===== config.mk =====
export PLATFORM = sky130hd
export DESIGN_NAME = fifo_write_arbiter
export DESIGN_NICKNAME = d
export VERILOG_FILES = /design/src/rtl/fifo_write_arbiter.sv
export SDC_FILE = /design/constraint.sdc
export NUM_CORES = 1
export LEC_CHECK = 0
export BUFFER_PORTS_ARGS = -buffer_cell sky130_fd_sc_hd__buf_4
export CAP_MARGIN = 20
export CORE_ASPECT_RATIO = 0.8
export CORE_MARGIN = 2
export CORE_UTILIZATION = 44
export CTS_CLUSTER_SIZE = 24
export DETAILED_ROUTE_END_ITERATION = 7
export GPL_TIMING_DRIVEN = 0
export HOLD_SLACK_MARGIN = 0.05
export PLACE_DENSITY = 0.82
export SLEW_MARGIN = 20
export SYNTH_ARGS = -nofsm -noshare
export SYNTH_HDL_FRONTEND = slang
export SYNTH_SLANG_ARGS = --single-unit

===== constraint.sdc =====
create_clock -name clk_tx -period 5.2 [get_ports clk_tx]
set_input_delay 0 -clock clk_tx [delete_from_list [all_inputs] [get_ports clk_tx]]
set_output_delay 0 -clock clk_tx [all_outputs]
set_load 0.05 [all_outputs]

===== src/rtl/fifo_write_arbiter.sv =====
// ---------------------------------------------------------------------------
// fifo_write_arbiter
//
// Shares the single write port of an asynchronous FIFO between NUM_REQ
// requesters. Grants are round-robin and last at most MAX_BURST beats, or
// until the owner marks its last beat. On release the next owner is chosen
// in the same cycle, so consecutive bursts have no idle cycle between them.
//
// Parameters
//   NUM_REQ    number of requesters
//   DATA_W     FIFO data width
//   MAX_BURST  maximum beats per grant (1..16)
//
// Ports
//   clk_tx      write-domain clock
//   rst_tx      asynchronous, active-high reset
//   req_valid   per-requester beat valid
//   req_data    requester i data at [i*DATA_W +: DATA_W]
//   req_last    per-requester final-beat marker
//   req_ready   per-requester beat accept (valid & ready = beat taken)
//   fifo_full   FIFO full flag
//   fifo_push   FIFO push strobe
//   fifo_wdata  FIFO write data (owner's slice)
//   grant       one-hot current owner, all-zero when idle
//   busy        high while a grant is held
// ---------------------------------------------------------------------------
module fifo_write_arbiter #(
   parameter int NUM_REQ   = 4,
   parameter int DATA_W    = 8,
   parameter int MAX_BURST = 4
) (
   input  logic                      clk_tx,
   input  logic                      rst_tx,
   input  logic [NUM_REQ-1:0]        req_valid,
   input  logic [NUM_REQ*DATA_W-1:0] req_data,
   input  logic [NUM_REQ-1:0]        req_last,
   output logic [NUM_REQ-1:0]        req_ready,
   input  logic                      fifo_full,
   output logic                      fifo_push,
   output logic [DATA_W-1:0]         fifo_wdata,
   output logic [NUM_REQ-1:0]        grant,
   output logic                      busy
);

   localparam int IDX_W = (NUM_REQ > 1) ? $clog2(NUM_REQ) : 1;

   typedef enum logic {
      IDLE  = 1'b0,
      GRANT = 1'b1
   } state_t;

   state_t           state, state_nxt;
   logic [IDX_W-1:0] owner, owner_nxt;
   logic [IDX_W-1:0] last_owner, last_owner_nxt;
   logic [3:0]       beat_cnt, beat_nxt;

   logic [IDX_W-1:0] arb_base;
   logic [IDX_W-1:0] arb_cand;
   logic [IDX_W-1:0] winner;
   logic             arb_found;
   logic             any_valid;
   logic             release_grant;

   assign any_valid = |req_valid;

   // Output decode: everything below is a function of the registered state
   // and owner, so grant/busy change only on clock edges or reset.
   // NOTE: every signal written in an always_comb gets a default on entry;
   // a path that skips an assignment would otherwise infer a latch.
   always_comb begin
      req_ready = '0;
      fifo_push = 1'b0;
      grant     = '0;
      if (state == GRANT) begin
         req_ready[owner] = ~fifo_full;
         fifo_push        = req_valid[owner] & ~fifo_full;
         grant[owner]     = 1'b1;
      end
   end

   assign busy       = (state == GRANT);
   assign fifo_wdata = req_data[int'(owner)*DATA_W +: DATA_W];

   // A burst ends on the beat that carries req_last or fills the budget.
   assign release_grant = fifo_push &
                          (req_last[owner] | (beat_cnt == 4'(MAX_BURST - 1)));

   // Round-robin search. From IDLE it starts after last_owner; on release it
   // starts after the current owner (which becomes last_owner this cycle).
   always_comb begin
      arb_base  = (state == IDLE) ? last_owner : owner;
      arb_cand  = '0;
      winner    = '0;
      arb_found = 1'b0;
      for (int k = 0; k < NUM_REQ; k++) begin
         arb_cand = IDX_W'((int'(arb_base) + 1 + k) % NUM_REQ);
         if (!arb_found && req_valid[arb_cand]) begin
            winner    = arb_cand;
            arb_found = 1'b1;
         end
      end
   end

   always_comb begin
      state_nxt      = state;
      owner_nxt      = owner;
      last_owner_nxt = last_owner;
      beat_nxt       = beat_cnt;
      case (state)
         IDLE: begin
            if (any_valid) begin
               state_nxt = GRANT;
               owner_nxt = winner;
               beat_nxt  = '0;
            end
         end
         GRANT: begin
            // A stalled or silent owner keeps its grant: nothing moves
            // unless a beat is actually pushed.
            if (fifo_push) begin
               beat_nxt = beat_cnt + 4'd1;
               if (release_grant) begin
                  last_owner_nxt = owner;
                  beat_nxt       = '0;
                  if (any_valid) begin
                     owner_nxt = winner;
                  end else begin
                     state_nxt = IDLE;
                  end
               end
            end
         end
         default: state_nxt = IDLE;
      endcase
   end

   // last_owner resets to the top index so the first search after reset
   // begins at requester 0.
   // NOTE: sequential state uses non-blocking assignments so every register
   // samples pre-edge values, independent of statement order.
   always_ff @(posedge clk_tx or posedge rst_tx) begin
      if (rst_tx) begin
         state      <= IDLE;
         owner      <= '0;
         last_owner <= IDX_W'(NUM_REQ - 1);
         beat_cnt   <= '0;
      end else begin
         state      <= state_nxt;
         owner      <= owner_nxt;
         last_owner <= last_owner_nxt;
         beat_cnt   <= beat_nxt;
      end
   end

endmodule


==> impl_metrics.yaml, run 1 <==
outcome:
  status: "finished clean"
routing:
  drt_wl_total_um: 2530
  vias_per_cell: 5.40
  routedWlPerCell_um: 15.0
  drtIter0Drc: 8
  via_count: 913
  remaining_drc_errors: 0
  first_pass_iters: 4
  ant_nets: 0
clocking:
  cts_buffers: 3
  cts_root_buf: "clkbuf_4"
  cts_tree: "built"
  clk-insertion-delay-late_ns: 0.27
  cts-htree-levels: 1
  postCtsSetupBuffers: 0
  clk_pin_slew_worst_paths_ns: 0.06
  cts_buffer_depth: 2
  cts_sinks: 9
worst_setup_path:
  cp-start-kind: "register"
  r2r_end: "owner[0]$_DFFE_PP0P_"
  critPathMaxFanout: 5
  crit_type: "reg -> reg"
  crit_required_ns: 5.35
  cpPeakStageDelay_ns: 0.43
  r2r_start: "busy$_DFF_PP0_"
  r2r_cells: 4
  critical_path.endpoint_type: "register"
  crit_chain: "mux2i_1 > mux2_1 > a221o_1 > mux2_4"
  cp_slowest_cell: "mux2i_1"
  arrival_ns: 2.01
  rrSetupSlack_ns: 3.34
logic_synthesis:
  postSynthCellCount: 78
  synth_flop_cell: "dfrtp_1"
  synth_edf_count: 0
  ys_types: 35
  synth_area_um2: 867
  synth.avg_cell_area_um2: 11.1
  synth_seq_cells: 9
  synth_async_sr_flop_share_pct: 100
  synth_warnings: 0
  syn-num-nets: 122
  yosysSeqAreaShare_pct: 26.3
floorplanning:
  die_w_um: 53.6
  ios: 61
  rows: 14
  dieArea_um2: 2340
  core_um2: 1870
  fp.dieH_um: 43.7
  start_util_pct: 46.3
sta:
  tns_ns: 0
  period_share_pct: 35.8
  holdWs_ns: 0.180
  relSlewSlack_pct: 60.9
  rsz0062_at_grt: "no"
  final_hold_viol_count: 0
  worst_pin_slew_ns: 0.582
  fin_skew_ns: 0.00422
  setup_viol: 0
  max_clock_freq_mhz: 537
  fin_ws_ns: 3.34
  slew_violations: 0
  layout_min_cycle_time_ns: 1.86
power_and_ir_drop:
  power_density_nw_per_um2: 566
  p_sw_mw: 0.424
  p_seq_share_pct: 14.8
  switching_share_pct: 53.4
  combinationalPowerShare_pct: 78.5
  p_total_mw: 0.794
  p_int_mw: 0.370
  leakage_nw: 0.683
  vdd_drop_max_uv: 400
  power_frac_clock_pct: 6.8
place:
  place_ws_ns: 3.37
  placement.io_buffers: 60
  placedInstanceArea_um2: 1350
  hpwl_um: 2120
  dp.cells: 162
  place_congestion: 0.825
global_routing:
  grt_max_degree: 11
  grt_pass1_wl_um: 3850
  grt-ovfl-total: 0
  grt_pass1_vias: 822
  antenna_found_initial: 0
  grt_use_total_pct: 23.4
worst_hold_path:
  hp-start: "req_valid[2]"
  worstHoldPathCells: 4
  hp-class: "in -> reg"
  holdPathEnd: "beat_cnt[2]$_DFFE_PP0P_"
layout:
  nNetsFinal: 190
  drive_above_1_share_pct: 59.3
  fin_area_um2: 1400
  area_delta_synth_final_pct: 61.9
  diodes: 0
  utilization_pct: 74.9
  fin_cells: 169
job:
  drv_cap: 0
-- power by group through the flow --
stage	Combinational (mW)	Clock, mW	Sequential (mW)
2_1_floorplan	0.470	0	0.113
3_3_place_gp	0.612	0	0.118
3_5_place_dp	0.624	0	0.118
4_1_cts	0.626	0.0553	0.117
5_1_grt	0.657	0.0597	0.119
6_report	0.623	0.0537	0.117
-- logic make-up (layout without fill, tap and decap cells) --
| logic type | after synthesis | after routing | synth area share (%) |
|---|---|---|---|
| compound gates | 11 | 11 | 10.2 |
| fa+ha+maj | 1 | 1 | 1.44 |
| buf+inv | 8 | 75 | 3.75 |
| flops | 9 | 9 | 26.3 |
| mux | 17 | 17 | 35.6 |
| simple gates | 32 | 32 | 22.7 |
-- placed cells by master, fill, tap and decap left out, drive strengths merged, types with 2 or more instances in the layout --
cell type     n
nor2b         3
dfrtp         7
nor3b         4
mux4         10
o21ai         4
nand2b        3
inv           3
and3          3
buf          62
nand2         5
mux2          5
dlygate4sd3   3
nor2          5
clkbuf        7
and3b         2
mux2i         2
dfstp         2
nor3          2
nand3         2
-- cell usage after synthesis, types with 2 or more instances --
| master | count | area (µm²) |
|---|---|---|
| nand3_1 | 2 | 10.0 |
| mux2_4 | 2 | 30.0 |
| o21ai_2 | 2 | 17.5 |
| nor3b_1 | 4 | 30.0 |
| dfrtp_1 | 7 | 175 |
| mux4_2 | 10 | 225 |
| and3b_1 | 2 | 17.5 |
| and3_1 | 3 | 18.8 |
| nor2b_1 | 3 | 18.8 |
| nand2_1 | 4 | 15.0 |
| clkbuf_1 | 3 | 11.3 |
| dfstp_2 | 2 | 52.6 |
| nor3_1 | 2 | 10.0 |
| inv_1 | 2 | 7.51 |
| buf_2 | 2 | 10.0 |
| nor2_1 | 4 | 15.0 |
| mux2i_1 | 2 | 20.0 |
| nand2b_1 | 3 | 18.8 |
| mux2_1 | 3 | 33.8 |
-- layout make-up --
type                       count  area (µm²)
multi-input combinational     61         607
timing repair buffer          63         480
fill                         136         470
sequential                     9         228
tap                           24        30.0
clock buffer                   4        26.3
buffer                         5        21.3
inverter                       3        11.3
-- state kept, by name, indices dropped and copies added (netlist names) --
signal,flops
last_owner,2
beat_cnt,4
busy,1
owner,2
-- worst max path at each step --
stage	from	end	cells past startpoint
2_1_floorplan	busy$_DFF_PP0_	req_ready[1]	3
3_3_place_gp	busy$_DFF_PP0_	owner[0]$_DFFE_PP0P_	4
3_5_place_dp	busy$_DFF_PP0_	owner[0]$_DFFE_PP0P_	4
4_1_cts	owner[0]$_DFFE_PP0P_	req_ready[1]	4
5_1_grt	owner[0]$_DFFE_PP0P_	req_ready[1]	4
6_report	busy$_DFF_PP0_	owner[0]$_DFFE_PP0P_	4
-- per-layer routing --
metal	vias to the layer above	global-route usage [%]	part of all wire, %
met3	2	6.21	3.8
li1	439	-	-
met1	448	33.3	43
met5	-	0	0
met2	24	35.8	52
met4	0	6.15	0.75
-- worst max-delay path: cells and delay by family (launching register included) --
kind	cells	cell delay (ns)
multiplexers	3	1.06
flip-flops	1	0.39
AO/OA/AOI/OAI	1	0.30
-- repair_timing --
| action | CTS | global route |
|---|---|---|
| endpoints found under the hold margin | 10 | 0 |
| resized for setup | 0 | 0 |
| hold buffers | 3 | 0 |
Power figures use the tool's default switching activity.
==> inputs of run 2 (changes only) <==
--- a/config.mk
+++ b/config.mk
@@ -5,16 +5,17 @@
 export SDC_FILE = /design/constraint.sdc
 export NUM_CORES = 1
 export LEC_CHECK = 0
+export ABC_AREA = 1
 export BUFFER_PORTS_ARGS = -buffer_cell sky130_fd_sc_hd__buf_4
 export CAP_MARGIN = 20
 export CORE_ASPECT_RATIO = 0.8
 export CORE_MARGIN = 2
-export CORE_UTILIZATION = 44
+export CORE_UTILIZATION = 41
 export CTS_CLUSTER_SIZE = 24
 export DETAILED_ROUTE_END_ITERATION = 7
 export GPL_TIMING_DRIVEN = 0
 export HOLD_SLACK_MARGIN = 0.05
-export PLACE_DENSITY = 0.82
+export PLACE_DENSITY = 0.73
 export SLEW_MARGIN = 20
 export SYNTH_ARGS = -nofsm -noshare
 export SYNTH_HDL_FRONTEND = slang
==> constraint.sdc (replaced) <==
create_clock -name clk_tx -period 1.5 [get_ports clk_tx]
set_input_delay 0 -clock clk_tx [delete_from_list [all_inputs] [get_ports clk_tx]]
set_output_delay 0 -clock clk_tx [all_outputs]
set_load 0.05 [all_outputs]
==> impl_metrics.yaml, run 2 <==
layout:
  final_common_cell: "buf_4"
  layout_common_cells: "65 x buf_4, 30 x nand2_1, 20 x nand3_1"
  fin_area_um2: 2360
  top_regs: "beat_cnt x4, last_owner x2, owner x2"
  drive_above_1_share_pct: 66.0
  diodes: 0
  fin_cells: 303
  utilization_pct: 84.6
  largest_reg_flops: 4
  nNetsFinal: 310
  regMostFlops: "beat_cnt"
  area_delta_synth_final_pct: 94.9
worst_setup_path:
  critPathMaxFanout: 7
  cp-start-kind: "register"
  crit_required_ns: 1.68
  critical_path.endpoint_type: "register"
  crit_type: "reg -> reg"
  arrival_ns: 1.85
logic_synthesis:
  synth_async_sr_flop_share_pct: 100
  syn-num-nets: 224
  ys_top_cells_by_area: "nand3_1 15%, dfrtp_1 14%, nand2_1 13%"
  synth_seq_cells: 9
  synth_common_cells: "42 x nand2_1, 37 x nand3_1, 15 x nand2_2"
  ys_types: 29
  yosys.area.top_type_share_pct: 15.3
  postSynthCellCount: 180
  synth_flop_cell: "dfrtp_1"
  yosysSeqAreaShare_pct: 18.8
  synth_area_um2: 1210
  yosysMostFrequentCell: "nand2_1"
  synth_edf_count: 0
  synth_top_area_cell: "nand3_1"
  synth_warnings: 0
  synth.avg_cell_area_um2: 6.71
power_and_ir_drop:
  vdd_drop_max_uv: 1420
  leakage_nw: 1.16
  power_density_nw_per_um2: 2280
  p_total_mw: 5.37
sta:
  setup_viol: 13
  tns_ns: -1.38
  fin_skew_ns: 0.00884
  fin_ws_ns: -0.178
  rsz0062_at_grt: "yes"
  period_share_pct: 112
  holdWs_ns: 0.273
  final_hold_viol_count: 0
  layout_min_cycle_time_ns: 1.68
  worst_pin_slew_ns: 0.338
  slew_violations: 0
  relSlewSlack_pct: 77.4
  max_clock_freq_mhz: 596
clocking:
  cts_buffer_depth: 2
  cts_sinks: 9
  cts_buffers: 3
  cts-htree-levels: 1
  clk-insertion-delay-late_ns: 0.24
  cts_root_buf: "clkbuf_8"
  cts_tree: "built"
  clk_pin_slew_worst_paths_ns: 0.05
outcome:
  violations: "negative setup slack"
  status: "finished, violations left"
global_routing:
  grt_max_degree: 11
  grt_pass1_wl_um: 6580
  antenna_found_initial: 0
  grt-ovfl-total: 0
  grt_pass1_vias: 1467
  grt_use_total_pct: 24.5
floorplanning:
  core_um2: 2790
  dieArea_um2: 3400
  fp.dieH_um: 52.6
  rows: 17
  ios: 61
  start_util_pct: 43.4
  die_w_um: 64.7
routing:
  vias_per_cell: 5.65
  route.met3.wl_um: 379
  drt_wl_total_um: 5460
  ant_nets: 0
  remaining_drc_errors: 0
  first_pass_iters: 4
  drtIter0Drc: 107
  wl_met2_um: 2790
  highest_layer: "met4"
  routedWlPerCell_um: 18.0
  wirelength_met1_um: 2080
  via_count: 1712
place:
  placedInstanceArea_um2: 1730
  dp.cells: 278
  place_ws_ns: -0.108
  place_congestion: 0.832
  hpwl_um: 2810
  placement.io_buffers: 60
job:
  drv_cap: 0
worst_hold_path:
  hp-class: "in -> async"
[run 2: metal layers]
| metal | GRT usage (%) | vias up |
|---|---|---|
| met5 | 0 | - |
| met4 | 6.03 | 0 |
| met3 | 3.44 | 26 |
| met2 | 41.9 | 90 |
| met1 | 32.7 | 816 |
| li1 | - | 780 |
[run 2: final cells by class]
class,count,area [µm²]
inverters,15,88.8
fillers,144,430
multi-input cells,149,1130
flip-flops and latches,9,229
clock buffers,4,45.0
well taps,38,47.5
repair buffers,81,712
plain buffers,7,104
[run 2: cells by family (layout without fill, tap and decap cells)]
| group | count (synthesis) | count (layout) | share of synthesized area [%] |
|---|---|---|---|
| simple gates | 127 | 127 | 56.8 |
| buf+inv | 22 | 107 | 11.4 |
| compound gates | 19 | 19 | 10.5 |
| xor+xnor | 2 | 2 | 1.45 |
| flops | 9 | 9 | 18.8 |
| fa+ha+maj | 1 | 1 | 1.04 |
[run 2: path summary, 6_finish.rpt]
check                           slack (ns)                      start                   endpoint  cells past startpoint
worst min-delay path                  0.27                     rst_tx       owner[0]$_DFFE_PP0P_                      3
worst max-delay path                 -0.18             busy$_DFF_PP0_       owner[0]$_DFFE_PP0P_                     12
worst min register to register        0.51  last_owner[1]$_DFFE_PP1P_  last_owner[1]$_DFFE_PP1P_                      2
max in group asynchronous             0.93                     rst_tx  last_owner[1]$_DFFE_PP1P_                      3
worst max register to register       -0.18             busy$_DFF_PP0_       owner[0]$_DFFE_PP0P_                     12
min in group clk_tx                   0.32                req_last[1]  last_owner[1]$_DFFE_PP1P_                      6
[run 2: power breakdown]
group          internal, mW  leakage, nW  switching [mW]  total [mW]
registers             0.354        0.106           0.101       0.455
clock network         0.186       0.0228           0.104       0.289
logic                  1.81         1.03            2.81        4.63
total                  2.35         1.16            3.02        5.37
[run 2: repair_timing]
action | in CTS | in global routing
hold endpoints to repair | 9 | 0
endpoints found under the setup margin | 17 | 18
gates resized for setup | 20 | 72
cloned | 0 | 1
setup buffers | 13 | 6
hold buffers | 1 | 0
pin swaps | 12 | 24
[run 2: critical path, cell delays in order (launching register included)]
cell and delay, ns:
dfrtp_2 0.41, buf_8 0.15, clkinv_8 0.07, nand2_8 0.07, nand3_1 0.11, nand2_1 0.11, nand2_2 0.09, nand2_2 0.07
nor2_2 0.15, nand3_1 0.11, nand2_1 0.12, nand3_2 0.06, nand2_1 0.07
==> inputs of run 3 (changes only) <==
--- a/config.mk
+++ b/config.mk
@@ -20,3 +20,4 @@
 export SYNTH_ARGS = -nofsm -noshare
 export SYNTH_HDL_FRONTEND = slang
 export SYNTH_SLANG_ARGS = --single-unit
+export TNS_END_PERCENT = 30
==> impl_metrics.yaml, run 3 (same netlist as run 2, synthesis figures left out) <==
layout:
  top_regs: "beat_cnt x4, last_owner x2, owner x2"
  area_delta_synth_final_pct: 73.5
  nFillCells: 248
  diodes: 0
  regMostFlops: "beat_cnt"
  largest_reg_flops: 4
  final_common_cell: "buf_4"
  multi_input_area_um2: 997
  ff_latch_area_um2: 229
  drive_above_1_share_pct: 56.9
  nNetsFinal: 305
  layout_common_cells: "68 x buf_4, 34 x nand3_1, 33 x nand2_1"
job:
  drv_cap: 0
power_and_ir_drop:
  power_density_nw_per_um2: 2150
  p_total_mw: 4.51
  leakage_nw: 1.07
  vdd_drop_max_uv: 1130
worst_setup_path:
  crit_required_ns: 1.50
  crit_type: "reg -> out"
  critPathMaxFanout: 8
  arrival_ns: 1.60
  r2r_end: "beat_cnt[1]$_DFFE_PP0P_"
  cp-start-kind: "register"
  r2r_cells: 11
  r2r_start: "owner[0]$_DFFE_PP0P_"
  rrSetupSlack_ns: -0.09
  critical_path.endpoint_type: "output port"
global_routing:
  grt_use_total_pct: 24.6
  antenna_found_initial: 0
  grt_pass1_wl_um: 6530
  grt-ovfl-total: 0
  grt_pass1_vias: 1422
  grt_max_degree: 11
floorplanning:
  fp.dieH_um: 52.6
  start_util_pct: 43.4
  dieArea_um2: 3400
  ios: 61
  core_um2: 2790
  die_w_um: 64.7
  rows: 17
outcome:
  violations: "negative setup slack"
  status: "finished, violations left"
worst_hold_path:
  hp-class: "in -> reg"
  hp-start: "fifo_full"
  holdPathEnd: "last_owner[0]$_DFFE_PP1P_"
  worstHoldPathCells: 5
sta:
  fin_skew_ns: 0.00438
  fin_ws_ns: -0.105
  final_hold_viol_count: 0
  relSlewSlack_pct: 78.0
  holdWs_ns: 0.239
  slew_violations: 0
  worst_pin_slew_ns: 0.329
  layout_min_cycle_time_ns: 1.60
  rsz0062_at_grt: "yes"
  period_share_pct: 107
  max_clock_freq_mhz: 623
  setup_viol: 16
routing:
  drtIter0Drc: 72
  drt_wl_total_um: 4040
  remaining_drc_errors: 0
  via_count: 1492
  first_pass_iters: 5
  ant_nets: 0
  routedWlPerCell_um: 13.6
  vias_per_cell: 5.01
clocking:
  clk-insertion-delay-late_ns: 0.24
  cts_tree: "built"
  cts_buffers: 3
  cts-htree-levels: 1
  cts_sinks: 9
  cts_buffer_depth: 2
  clk_pin_slew_worst_paths_ns: 0.04
  cts_root_buf: "clkbuf_8"
place:
  place_congestion: 0.894
  hpwl_um: 2830
  placement.io_buffers: 60
## run 3: changes by cell type in the layout (fill, tap and decap cells not counted), moves of 2 or more
| cell | change |
|---|---|
| nand2_2 | -3 |
| clkinv_8 | -2 |
| nand2_1 | +3 |
| nand3_2 | -10 |
| nand3_1 | +14 |
| nand3_4 | -4 |
| a22oi_1 | +4 |
| buf_8 | -7 |
| a22oi_2 | -4 |
| buf_4 | +3 |
## run 3: critical path: stages, from the launching register on
cell and delay, ns:
dfrtp_1 0.38, buf_8 0.16, inv_8 0.06, buf_12 0.09, nand3_2 0.05, o21ai_2 0.06
nor2_2 0.05, nor2_2 0.13, nand2_2 0.13, inv_4 0.10, buf_8 0.14
## run 3: where the power goes
part           internal (mW)  switching [mW]  leakage [nW]
logic                   1.39            2.39         0.945
clock network          0.185          0.0960        0.0228
registers              0.354          0.0983         0.106
total                   1.93            2.59          1.07
## run 3: timing repair
| item | in CTS | in global routing |
|---|---|---|
| pin swaps | 17 | 17 |
| hold buffers | 1 | 0 |
| setup endpoints to repair | 19 | 19 |
| setup buffers | 11 | 4 |
| endpoints found under the hold margin | 9 | 0 |
| resized for setup | 29 | 23 |
## run 3: final cells by class
| type | count | share of cell area, % |
|---|---|---|
| multi-input combinational | 149 | 47.6 |
| buffer | 7 | 4.30 |
| clock buffer | 4 | 2.15 |
| tap | 38 | 2.27 |
| sequential | 9 | 10.9 |
| timing repair buffer | 76 | 28.9 |
| inverter | 15 | 3.88 |
## run 3: how the worst max path moves through the flow
stage	start	end	slack, ns	depth (start not counted)
floorplan	busy$_DFF_PP0_	owner[1]$_DFFE_PP0P_	-0.1	15
global placement	owner[1]$_DFFE_PP0P_	fifo_wdata[3]	-0.10	6
detailed placement	busy$_DFF_PP0_	owner[1]$_DFFE_PP0P_	-0.10	15
CTS	owner[0]$_DFFE_PP0P_	fifo_push	-0.07	10
global route	busy$_DFF_PP0_	owner[1]$_DFFE_PP0P_	-0.17	15
finish	owner[0]$_DFFE_PP0P_	fifo_push	-0.10	10
## run 3: layer usage
layer | share of wire (%) | track usage [%] | vias to the layer above | wire length (µm)
met3 | 3.8 | 3.44 | 5 | 152
li1 | - | - | 765 | -
met2 | 50 | 43.3 | 30 | 2020
met4 | 0.77 | 5.32 | 0 | 31
met1 | 45 | 32.2 | 692 | 1830
met5 | 0 | 0 | - | 0
## run 3: metrics by stage
step	setup TNS, ns	instance area [µm²]	worst slack (ns)	instances	util (%)
after floorplan	-0.307	1230	-0.0994	180	-
after global placement	-0.755	1730	-0.102	278	62.0
after detailed placement	-0.702	1730	-0.101	278	62.0
after CTS	-0.569	1980	-0.0716	294	70.9
after global routing	-1.72	2100	-0.174	298	75.3
final	-0.544	2100	-0.105	298	75.3
